$ cat config.mk
export PLATFORM = sky130hd
export DESIGN_NAME = alu_sequencer_flat
export DESIGN_NICKNAME = d
export VERILOG_FILES = /design/src/rtl/alu_sequencer_if.sv /design/src/rtl/alu_sequencer.sv /design/src/flat_wrapper.sv
export SDC_FILE = /design/constraint.sdc
export NUM_CORES = 1
export LEC_CHECK = 0
export ABC_CLOCK_PERIOD_IN_PS = 4300
export CORE_UTILIZATION = 38
export CTS_CLUSTER_DIAMETER = 200
export CTS_CLUSTER_SIZE = 10
export DETAILED_ROUTE_END_ITERATION = 8
export GPL_TIMING_DRIVEN = 0
export PLACE_DENSITY = 0.71
export RECOVER_POWER = 100
export SKIP_CTS_REPAIR_TIMING = 1
export SYNTH_ARGS = -nofsm -noshare
export SYNTH_HDL_FRONTEND = slang
export SYNTH_SLANG_ARGS = --single-unit
$ cat constraint.sdc
create_clock -name clk -period 4.3 [get_ports clk]
set_clock_uncertainty 0.15 [all_clocks]
set_input_delay 1.075 -clock clk [delete_from_list [all_inputs] [get_ports clk]]
set_output_delay 1.075 -clock clk [all_outputs]
set_load 0.05 [all_outputs]
$ cat src/rtl/alu_sequencer_if.sv
// +--------------------------------------------------------------------+
// | alu_sequencer_if : instruction, register-file, ALU and MUL/DIV bus |
// | Revision 1.0                                                       |
// +--------------------------------------------------------------------+
`default_nettype none

interface alu_sequencer_if;
    logic        in_valid;
    logic        in_ready;
    logic [31:0] in_code;
    logic [5:0]  rf_raddr_a;
    logic [5:0]  rf_raddr_b;
    logic [15:0] rf_rdata_a;
    logic [15:0] rf_rdata_b;
    logic [5:0]  alu_op;
    logic [15:0] alu_a;
    logic [15:0] alu_b;
    logic [15:0] alu_result;
    logic        mc_start;
    logic        mc_done;
    logic [31:0] mc_result;
    logic        rf_we;
    logic [5:0]  rf_waddr;
    logic [15:0] rf_wdata;
    logic        busy;
    logic        err;

    modport master (
        input  in_valid, in_code, rf_rdata_a, rf_rdata_b, alu_result, mc_done, mc_result,
        output in_ready, rf_raddr_a, rf_raddr_b, alu_op, alu_a, alu_b, mc_start,
               rf_we, rf_waddr, rf_wdata, busy, err
    );

    modport slave (
        output in_valid, in_code, rf_rdata_a, rf_rdata_b, alu_result, mc_done, mc_result,
        input  in_ready, rf_raddr_a, rf_raddr_b, alu_op, alu_a, alu_b, mc_start,
               rf_we, rf_waddr, rf_wdata, busy, err
    );
endinterface

`default_nettype wire

$ cat src/rtl/alu_sequencer.sv
// +--------------------------------------------------------------------+
// | alu_sequencer : one-at-a-time read/execute/writeback controller    |
// | Revision 1.0                                                       |
// +--------------------------------------------------------------------+
`default_nettype none

module alu_sequencer #(
    parameter int MC_TIMEOUT = 64
) (
    input  logic            clk,
    input  logic            reset,
    alu_sequencer_if.master bus
);

    localparam int TW = (MC_TIMEOUT > 1) ? $clog2(MC_TIMEOUT) : 1;
    localparam logic [TW-1:0] TMO_LAST = TW'(MC_TIMEOUT - 1);

    localparam logic [5:0] OP_ADD  = 6'h04;
    localparam logic [5:0] OP_SUB  = 6'h05;
    localparam logic [5:0] OP_NEG  = 6'h06;
    localparam logic [5:0] OP_MUL  = 6'h07;
    localparam logic [5:0] OP_DIV  = 6'h08;
    localparam logic [5:0] OP_OR   = 6'h09;
    localparam logic [5:0] OP_XOR  = 6'h0A;
    localparam logic [5:0] OP_NAND = 6'h0B;
    localparam logic [5:0] OP_NOR  = 6'h0C;
    localparam logic [5:0] OP_XNOR = 6'h0D;
    localparam logic [5:0] OP_NOT  = 6'h0E;
    localparam logic [5:0] OP_LLSH = 6'h0F;
    localparam logic [5:0] OP_LRSH = 6'h10;

    typedef enum logic [2:0] {
        S_IDLE = 3'd0,
        S_READ = 3'd1,
        S_EXEC = 3'd2,
        S_WAIT = 3'd3,
        S_WB1  = 3'd4,
        S_WB2  = 3'd5
    } state_t;

    state_t          state_q, state_d;
    logic [5:0]      op_q, op_d;
    logic [5:0]      rdst1_q, rdst1_d;
    logic [5:0]      rdst2_q, rdst2_d;
    logic [5:0]      rsrc1_q, rsrc1_d;
    logic [5:0]      rsrc2_q, rsrc2_d;
    logic [15:0]     a_q, a_d;
    logic [15:0]     b_q, b_d;
    logic [31:0]     result_q, result_d;
    logic [TW-1:0]   tmo_q, tmo_d;
    logic            err_q, err_d;
    logic            ready_q;
    logic            busy_q;
    logic            w_mc_start;
    logic            w_accept;
    logic            w_unused;

    assign w_accept = ready_q & bus.in_valid;
    assign w_unused = ^bus.in_code[1:0];

    always_comb begin
        state_d    = state_q;
        op_d       = op_q;
        rdst1_d    = rdst1_q;
        rdst2_d    = rdst2_q;
        rsrc1_d    = rsrc1_q;
        rsrc2_d    = rsrc2_q;
        a_d        = a_q;
        b_d        = b_q;
        result_d   = result_q;
        tmo_d      = tmo_q;
        err_d      = 1'b0;
        w_mc_start = 1'b0;
        case (state_q)
            S_IDLE: begin
                if (w_accept) begin
                    op_d    = bus.in_code[31:26];
                    rdst1_d = bus.in_code[25:20];
                    rdst2_d = bus.in_code[19:14];
                    rsrc1_d = bus.in_code[13:8];
                    rsrc2_d = bus.in_code[7:2];
                    state_d = S_READ;
                end
            end
            S_READ: begin
                a_d     = bus.rf_rdata_a;
                b_d     = bus.rf_rdata_b;
                state_d = S_EXEC;
            end
            S_EXEC: begin
                tmo_d = '0;
                case (op_q)
                    OP_MUL: begin
                        w_mc_start = 1'b1;
                        state_d    = S_WAIT;
                    end
                    OP_DIV: begin
                        // Divide-by-zero never reaches the multi-cycle unit
                        if (b_q == 16'd0) begin
                            result_d = 32'h0000_FFFF;
                            err_d    = 1'b1;
                            state_d  = S_WB1;
                        end else begin
                            w_mc_start = 1'b1;
                            state_d    = S_WAIT;
                        end
                    end
                    OP_ADD, OP_SUB, OP_NEG, OP_OR, OP_XOR, OP_NAND, OP_NOR,
                    OP_XNOR, OP_NOT, OP_LLSH, OP_LRSH: begin
                        result_d = {16'h0000, bus.alu_result};
                        state_d  = S_WB1;
                    end
                    default: begin
                        err_d   = 1'b1;
                        state_d = S_IDLE;
                    end
                endcase
            end
            S_WAIT: begin
                if (bus.mc_done) begin
                    result_d = bus.mc_result;
                    state_d  = S_WB1;
                end else if (tmo_q == TMO_LAST) begin
                    err_d   = 1'b1;
                    state_d = S_IDLE;
                end else begin
                    tmo_d = tmo_q + TW'(1);
                end
            end
            S_WB1:   state_d = (op_q == OP_MUL) ? S_WB2 : S_IDLE;
            S_WB2:   state_d = S_IDLE;
            default: state_d = S_IDLE;
        endcase
    end

    always_ff @(posedge clk or posedge reset) begin
        if (reset) begin
            state_q  <= S_IDLE;
            op_q     <= '0;
            rdst1_q  <= '0;
            rdst2_q  <= '0;
            rsrc1_q  <= '0;
            rsrc2_q  <= '0;
            a_q      <= '0;
            b_q      <= '0;
            result_q <= '0;
            tmo_q    <= '0;
            err_q    <= 1'b0;
            ready_q  <= 1'b1;
            busy_q   <= 1'b0;
        end else begin
            state_q  <= state_d;
            op_q     <= op_d;
            rdst1_q  <= rdst1_d;
            rdst2_q  <= rdst2_d;
            rsrc1_q  <= rsrc1_d;
            rsrc2_q  <= rsrc2_d;
            a_q      <= a_d;
            b_q      <= b_d;
            result_q <= result_d;
            tmo_q    <= tmo_d;
            err_q    <= err_d;
            ready_q  <= (state_d == S_IDLE);
            busy_q   <= (state_d != S_IDLE);
        end
    end

    // Addresses bypass to the incoming fields so the synchronous RF read
    // lands during READ.
    assign bus.rf_raddr_a = w_accept ? bus.in_code[13:8] : rsrc1_q;
    assign bus.rf_raddr_b = w_accept ? bus.in_code[7:2]  : rsrc2_q;

    assign bus.in_ready = ready_q;
    assign bus.busy     = busy_q;
    assign bus.err      = err_q;
    assign bus.alu_op   = op_q;
    assign bus.alu_a    = a_q;
    assign bus.alu_b    = b_q;
    assign bus.mc_start = w_mc_start;

    assign bus.rf_we    = (state_q == S_WB1) || (state_q == S_WB2);
    assign bus.rf_waddr = (state_q == S_WB1) ? rdst1_q :
                          (state_q == S_WB2) ? rdst2_q : 6'd0;
    assign bus.rf_wdata = (state_q == S_WB1) ? result_q[15:0] :
                          (state_q == S_WB2) ? result_q[31:16] : 16'd0;

endmodule

`default_nettype wire
$ cat src/flat_wrapper.sv
// flat-port wrapper written by rule: the top's interface ports become plain ports
module alu_sequencer_flat 
#(
    parameter int MC_TIMEOUT = 64
)
  (clk, reset, bus_in_valid, bus_in_code, bus_rf_rdata_a, bus_rf_rdata_b, bus_alu_result, bus_mc_done, bus_mc_result, bus_in_ready, bus_rf_raddr_a, bus_rf_raddr_b, bus_alu_op, bus_alu_a, bus_alu_b, bus_mc_start, bus_rf_we, bus_rf_waddr, bus_rf_wdata, bus_busy, bus_err);
  alu_sequencer_if bus_i ();
  input  logic clk;
  input  logic reset;
  input wire logic [$bits(bus_i.in_valid)-1:0] bus_in_valid;
  input wire logic [$bits(bus_i.in_code)-1:0] bus_in_code;
  input wire logic [$bits(bus_i.rf_rdata_a)-1:0] bus_rf_rdata_a;
  input wire logic [$bits(bus_i.rf_rdata_b)-1:0] bus_rf_rdata_b;
  input wire logic [$bits(bus_i.alu_result)-1:0] bus_alu_result;
  input wire logic [$bits(bus_i.mc_done)-1:0] bus_mc_done;
  input wire logic [$bits(bus_i.mc_result)-1:0] bus_mc_result;
  output wire logic [$bits(bus_i.in_ready)-1:0] bus_in_ready;
  output wire logic [$bits(bus_i.rf_raddr_a)-1:0] bus_rf_raddr_a;
  output wire logic [$bits(bus_i.rf_raddr_b)-1:0] bus_rf_raddr_b;
  output wire logic [$bits(bus_i.alu_op)-1:0] bus_alu_op;
  output wire logic [$bits(bus_i.alu_a)-1:0] bus_alu_a;
  output wire logic [$bits(bus_i.alu_b)-1:0] bus_alu_b;
  output wire logic [$bits(bus_i.mc_start)-1:0] bus_mc_start;
  output wire logic [$bits(bus_i.rf_we)-1:0] bus_rf_we;
  output wire logic [$bits(bus_i.rf_waddr)-1:0] bus_rf_waddr;
  output wire logic [$bits(bus_i.rf_wdata)-1:0] bus_rf_wdata;
  output wire logic [$bits(bus_i.busy)-1:0] bus_busy;
  output wire logic [$bits(bus_i.err)-1:0] bus_err;
  assign bus_i.in_valid = bus_in_valid;
  assign bus_i.in_code = bus_in_code;
  assign bus_i.rf_rdata_a = bus_rf_rdata_a;
  assign bus_i.rf_rdata_b = bus_rf_rdata_b;
  assign bus_i.alu_result = bus_alu_result;
  assign bus_i.mc_done = bus_mc_done;
  assign bus_i.mc_result = bus_mc_result;
  assign bus_in_ready = bus_i.in_ready;
  assign bus_rf_raddr_a = bus_i.rf_raddr_a;
  assign bus_rf_raddr_b = bus_i.rf_raddr_b;
  assign bus_alu_op = bus_i.alu_op;
  assign bus_alu_a = bus_i.alu_a;
  assign bus_alu_b = bus_i.alu_b;
  assign bus_mc_start = bus_i.mc_start;
  assign bus_rf_we = bus_i.rf_we;
  assign bus_rf_waddr = bus_i.rf_waddr;
  assign bus_rf_wdata = bus_i.rf_wdata;
  assign bus_busy = bus_i.busy;
  assign bus_err = bus_i.err;
  alu_sequencer #(.MC_TIMEOUT(MC_TIMEOUT)) u_core (.clk(clk), .reset(reset), .bus(bus_i));
endmodule
Word-level counts from Yosys, hierarchy flattened
Cells that the tools add are included.
- flip-flop bits (word level): 106
- input port bits: 116
- output and inout port bits: 77
- word-level logic and storage cells: 78
- add/subtract/negate cells: 1
- equal/unequal tests: 24
- multiplexer cells: 28
- bitwise operators: 1
- reduce and logical (&&, ||, !) cells: 11
- operators by type and width (cell ; count):
    $pmux W32 S2 ; 2
    $mux W32 ; 2
    $eq A6 B4 Y1 const B ; 8
    $mux W6 ; 6
    $mux W16 ; 2
    $eq A6 B3 Y1 const B ; 4
    $logic_not A16 Y1 ; 1
    $mux W3 ; 5
    $pmux W3 S5 ; 1
    $pmux W6 S2 ; 1
    $reduce_or A12 Y1 ; 1
    $reduce_or A11 Y1 ; 1
    $pmux W3 S3 ; 1
    $add A6 B1 Y6 const B ; 1
    $eq A3 B2 Y1 const B ; 2
    $eq A3 B3 Y1 const B ; 2
    $eq A6 B5 Y1 const B ; 1
    $eq A6 B6 Y1 const B ; 1
    $logic_not A3 Y1 ; 2
    $ne A2 B2 Y1 const B ; 3
    $ne A3 B2 Y1 const B ; 2
    $pmux W1 S2 ; 3
    $mux W1 ; 5
    $reduce_and A4 Y1 ; 1
    other kinds (7) ; 7

Logic depth before layout (Yosys ltp)
Gate-level depths: netlist of run 1.
- depth in word-level cells: 5
- mapped depth: 7
- depth with buffers taken out: 6

Worst setup path after synthesis of run 1
No wires, ideal clock.
- path type: register -> output
- start point: register u_core.op_q[5], in the netlist u_core.bus.alu_op[5]
- end point: output port bus_mc_start
- arrival time: 2.324 ns
- required time: 3.075 ns
- path slack: 0.751 ns
- stages on the path, launching flop included: 4
- cells stage by stage: dfrtp_1 > or2_2 > or4_1 > a21oi_1
- longest elaborated chain between the ends: 3
- elaborated cells on any way between the ends: 4
- ends and longest elaborated chain (what ; RTL line ; RTL):
    start: declaration ; alu_sequencer.sv:42 ; logic [5:0] op_q, op_d;
    start signal: assignment ; alu_sequencer.sv:153 ; op_q <= op_d;
    $eq A6 B4 Y1 or $eq A6 B3 Y1 (tied branches) ; alu_sequencer.sv:92 ; case (op_q)
    $pmux W1 S2 * ; alu_sequencer.sv:92 ;
    $mux W1 * ; alu_sequencer.sv:74 ; case (state_q)
    end: declaration ; flat_wrapper.sv:23 ; output wire logic [$bits(bus_i.mc_start)-1:0] bus_mc_start;
Mark *: on every way between the ends. The rest lies on a longest branch, timed or not.

Final worst setup path of run 1
- start point: input port bus_in_valid
- end point: output port bus_rf_raddr_a[1]
- longest elaborated chain between the ends: 2
- ends and longest elaborated chain (what ; RTL line ; RTL):
    start: declaration ; flat_wrapper.sv:10 ; input wire logic [$bits(bus_i.in_valid)-1:0] bus_in_valid;
    $and A1 B1 Y1 ; alu_sequencer.sv:58 ; assign w_accept = ready_q & bus.in_valid;
    $mux W6 ; alu_sequencer.sv:170 ; assign bus.rf_raddr_a = w_accept ? bus.in_code[13:8] : rsrc1_q;
    end: declaration ; flat_wrapper.sv:18 ; output wire logic [$bits(bus_i.rf_raddr_a)-1:0] bus_rf_raddr_a;
Every way passes these cells.

==> flow_summary.yaml, run 1 <==
status:
  status: "finished, violations left"
  violations: "capacitance limit, slew limit"
placed_design:
  place_worst_setup_slack_ns: -0.123
  dp_hpwl_um: 9970
  gp_congestion: 0.803
  portBuffers: 190
global_routing:
  gr-total-overflow: 0
  antenna_found_initial: 0
  grt_max_degree: 73
  grt_pass1_wl_um: 20800
  track_usage_pct: 20.3
  grt_pass1_vias: 4172
cells_and_area:
  antenna_cells: 0
  final_common_cell: "clkdlybuf4s50_1"
  nets: 755
  syn2layout_area_growth_pct: 46.1
  final_core_util_pct: 57.7
  final_cell_mix: "clkdlybuf4s50_1 (121), dfrtp_1 (105), mux2_2 (77), dlygate4sd3_1 (67), nor2_1 (61)"
  drive_above_1_share_pct: 17.0
  n_fill_cell: 1101
yosys:
  synth-edff-count: 0
  ys.flop_type: "dfrtp_1"
  ys_async_sr_fraction_pct: 100
  syn_avg_cell_area_um2: 11.6
  synthCells: 436
  ys_seq_area_share_pct: 52.6
  ys_warn_count: 0
  synthesis.area_um2: 5040
  ys_seq_elements: 106
  syn_nets: 553
  synth_cell_type_count: 44
floorplanning:
  fp.dieArea_um2: 13700
  io_pins: 193
  core_um2: 12800
  die_y_um: 117
  rows: 41
  start_util_pct: 39.5
  die_width_um: 117
drt:
  wl_per_cell_um: 16.4
  drtPass1Iterations: 4
  drtIter0Drc: 148
  vias: 4030
  via_per_inst: 4.94
  antenna_left: 0
  routed_wl_um: 13400
  drcViolationCount: 0
critical_path:
  worstPathArrival_ns: 2.98
  critPathLaunchType: "input pin"
  cp_data_required_time_ns: 3.07
  crit_path_end_kind: "primary output"
  criticalPathCategory: "input pin to primary output"
  reg2reg_slack_ns: 1.20
  critPathMaxFanout: 10
timing:
  rsz0062_at_grt: "no"
  max_slew_margin_pct: -1.05
  drv_slew: 36
  worst_slew_pin_slew_ns: 1.51
  period_share_pct: 97.8
  hold_viol_final: 0
  setup_ws_ns: 0.0934
  period_minus_slack_ns: 4.21
  timing.fmax_ghz: 0.238
  final-setup-viol-count: 0
pwr:
  power_density_nw_per_um2: 745
  max-vdd-ir-drop_mv: 0.454
  p_leak_uw: 0.00304
clock_tree:
  clkLatencyLatePin_ns: 0.34
  htreeDepth: 3
  clk_path_buf_depth: 2
  cts_buffers: 9
  cts_tree: "built"
  root_buffer: "clkbuf_16"
  clkTransAtPathRegs_ns: 0.07
  clock-sinks: 106
job:
  maxCapViolations: 1
min_path:
  hold_class: "register to register"
-- kinds of logic after synthesis --
family,synth area share (%)
simple gates,12.3
mux,25.0
flops,52.6
compound gates,6.68
buf+inv,2.61
xor+xnor,0.521
fa+ha+maj,0.248
-- stage by stage --
step | instances | hold WS, ns | area [µm²] | power [µW] | setup TNS, ns
6_report | 815 | 0.352 | 7370 | 5490 | 0
4_1_cts | 815 | 0.356 | 7480 | 5720 | -1.06
5_1_grt | 815 | 0.375 | 7370 | 5780 | 0
3_3_place_gp | 798 | 0.334 | 7160 | 4810 | -134.20
2_1_floorplan | 436 | 0.325 | 5040 | 3840 | 0
3_5_place_dp | 799 | 0.341 | 7190 | 4880 | -1.01
-- where the power goes --
part / leakage [µW] / internal (µW) / switching [µW] / total [µW]
registers: 0.00126 / 1420 / 274 / 1690
logic: 0.00164 / 1130 / 1840 / 2970
clock network: 0.000142 / 451 / 374 / 825
-- critical path, stage by stage --
cell and delay [ns]:
clkdlybuf4s50_1 0.40, nand2_1 0.14, clkbuf_2 0.28, mux2_2 0.37, clkdlybuf4s50_1 0.71
-- synthesized netlist by cell type (4+ instances only) --
cell type  count  share of area [%]
mux2i_1       22                4.4
dfrtp_1      105                 52
buf_1          4               0.30
nor4_1         5               0.62
o21ai_0       22                2.2
inv_1          4               0.30
mux2_4        10                3.0
nand2_1       42                3.1
a21oi_1       20                2.0
nor2_1        61                4.5
buf_2          5               0.50
mux2_2        79                 18
clkbuf_1       7               0.52
-- worst paths after layout --
kind	start	to	cells past startpoint
max	bus_in_valid	bus_rf_raddr_a[1]	5
min	u_core.result_q[0]	u_core.result_q[0]	1
max reg2reg	u_core.state_q[0]	u_core.rsrc1_q[2]	6
min reg2reg	u_core.result_q[0]	u_core.result_q[0]	1
max in group asynchronous	reset	u_core.result_q[3]	3
min in group asynchronous	reset	u_core.bus.alu_a[6]	2
-- registers in the layout (all words and copies together), names as in the netlist, 3 cells and up --
register,cells
u_core.bus.alu_a,16
u_core.rsrc2_q,6
u_core.rdst2_q,6
u_core.rsrc1_q,6
u_core.tmo_q,6
u_core.result_q,32
u_core.state_q,3
u_core.bus.alu_op,6
u_core.bus.alu_b,16
u_core.rdst1_q,6
-- routing by layer --
metal / track usage [%] / vias up / wire length [µm]
li1: - / 1919 / -
met1: 24.7 / 1949 / 5700
met2: 34.0 / 152 / 6310
met3: 6.75 / 10 / 1230
met5: 0 / - / 0
met4: 6.75 / 0 / 144
-- area by class of cell --
type	count	area [µm²]	share of cell area [%]
Buffer	22	91.3	1.24
Clock buffer	9	225	3.06
Clock inverter	7	68.8	0.934
Inverter	4	16.3	0.221
Multi-Input combinational cell	304	2200	29.8
Sequential cell	106	2650	36.0
Tap cell	172	215	2.92
Timing Repair Buffer	191	1900	25.8
Note: power is estimated with default switching activity, not from simulation.
==> run 2, diff against run 1 <==
- CTS_BUF_LIST: default -> sky130_fd_sc_hd__clkbuf_16
==> results of run 2 <==
Final layout, timing and power as in run 1 (identical DEF).
==> run 3, diff against run 2 <==
- CORE_MARGIN: default -> 3
==> run 3 against run 2 <==
- the run still ends with capacitance limit, slew limit left
- die area rose by 6.9%
- sequential cell count did not move
- critical path type unchanged
- routed wire length rose by 0.88%
- first-iteration DRC count rose by 34%
- sequential share of layout area barely moved
- clock-buffer cell count did not move
- largest power group unchanged
==> flow_summary.yaml, run 3 (synthesis results as in run 1) <==
floorplanning:
  rows: 41
  die_width_um: 121
  core_um2: 12800
  start_util_pct: 39.5
  fp.dieArea_um2: 14700
  io_pins: 193
  die_y_um: 121
min_path:
  min_path_cells: 1
  min-delay-start: "u_core.result_q[8]"
  hold_class: "register to register"
  whs_endpoint: "u_core.result_q[8]"
critical_path:
  criticalPathCategory: "input pin to primary output"
  critPathMaxFanout: 10
  reg2regPathDepth: 6
  crit_path_end_kind: "primary output"
  reg2reg_slack_ns: 1.22
  critPathLaunchType: "input pin"
  reg2reg_to: "u_core.rdst2_q[1]"
  reg2reg_from: "u_core.state_q[0]"
  cp_data_required_time_ns: 3.07
  worstPathArrival_ns: 2.99
pwr:
  p_leak_uw: 0.00304
  switching_share_pct: 45.2
  power_uw: 5470
  p_clk_share_pct: 14.7
  power_frac_comb_pct: 54.5
  sequentialPowerShare_pct: 30.8
  max-vdd-ir-drop_mv: 0.559
  switching_power_uw: 2470
  power_density_nw_per_um2: 743
  p_int_uw: 2990
drt:
  wl_per_cell_um: 16.6
  vias: 3974
  via_per_inst: 4.88
  drtIter0Drc: 199
  drtPass1Iterations: 4
  drcViolationCount: 0
  antenna_left: 0
  routed_wl_um: 13500
timing:
  fin_hold_ws_ns: 0.347
  timing.fmax_ghz: 0.237
  period_share_pct: 98.0
  fin_setup_tns_ns: 0
  worst_slew_pin_slew_ns: 2.10
  rsz0062_at_grt: "no"
  hold_viol_final: 0
  max_slew_margin_pct: -40.5
  final-setup-viol-count: 0
  period_minus_slack_ns: 4.22
  drv_slew: 49
clock_tree:
  clkLatencyLatePin_ns: 0.35
  root_buffer: "clkbuf_16"
  cts_buffers: 9
  clock-sinks: 106
  htreeDepth: 3
  clk_path_buf_depth: 2
  cts_tree: "built"
  clkTransAtPathRegs_ns: 0.07
status:
  status: "finished, violations left"
  violations: "capacitance limit, slew limit"
cells_and_area:
  antenna_cells: 0
  final_cell_mix: "clkdlybuf4s50_1 (121), dfrtp_1 (105), mux2_2 (77), dlygate4sd3_1 (67), nor2_1 (61)"
  final_common_cell: "clkdlybuf4s50_1"
  nets: 755
  syn2layout_area_growth_pct: 45.9
  drive_above_1_share_pct: 16.7
  largest_reg_flops: 32
  regMostFlops: "u_core.result_q"
placed_design:
  dp_hpwl_um: 10300
  gp_congestion: 0.846
  portBuffers: 190
global_routing:
  grt_pass1_vias: 4240
  grt_max_degree: 60
  track_usage_pct: 19.1
  gr-total-overflow: 0
  grt_pass1_wl_um: 22100
  antenna_found_initial: 0
job:
  maxCapViolations: 1
run 3: changes by cell type in the layout (fill, tap and decap cells not counted):
cell        previous run  this run
inv_6                  1         0
and2_1                 0         1
clkinv_2               3         2
clkinvlp_4             2         1
clkinv_4               0         1
inv_1                  3         4
and2_0                 1         0
run 3: per-stage QoR:
stage	instance area (µm²)	setup WS [ns]	util [%]	cells
detailed placement	7190	-0.136	56.3	799
global route	7360	0.00924	57.6	814
global placement	7160	-1.25	56.0	798
floorplan	5040	0.288	-	436
CTS	7470	-0.138	58.5	814
finish	7360	0.0840	57.6	814
run 3: critical path, stage by stage:
cell and delay [ns]:
clkdlybuf4s50_1 0.39, nand2_1 0.14, clkbuf_2 0.29, mux2_2 0.37, clkdlybuf4s50_1 0.72
run 3: how the worst max path moves through the flow:
stage	start	to	slack, ns	depth (start not counted)
floorplan	reset	u_core.bus.alu_a[0]	0.29	1
global placement	reset	u_core.result_q[0]	-1.25	2
detailed placement	bus_in_valid	bus_rf_raddr_a[3]	-0.14	5
CTS	bus_in_valid	bus_rf_raddr_b[3]	-0.14	5
global route	bus_in_valid	bus_rf_raddr_a[4]	0.009	5
finish	bus_in_valid	bus_rf_raddr_a[3]	0.08	5
run 3: area by class of cell:
cell class | instances | area [µm²]
multi-input combinational | 304 | 2200
clock inverter | 6 | 60.1
timing repair buffer | 191 | 1900
sequential | 106 | 2650
fill | 1114 | 5420
clock buffer | 9 | 225
buffer | 22 | 91.3
tap | 172 | 215
inverter | 4 | 16.3
run 3: power by group through the flow:
stage               Combinational [µW]  Sequential, µW  Clock, µW
finish                            2980            1680        805
CTS                               3180            1700        831
detailed placement                3170            1710          0
global route                      3160            1750        870
floorplan                         1500            2340          0
global placement                  3120            1690          0
run 3: per-layer routing:
metal	GRT usage, %	wire, µm	vias up
met5	0	0	-
met4	5.11	177	0
met3	7.51	1240	13
met2	31.2	6370	144
met1	23.8	5720	1902
li1	-	-	1915
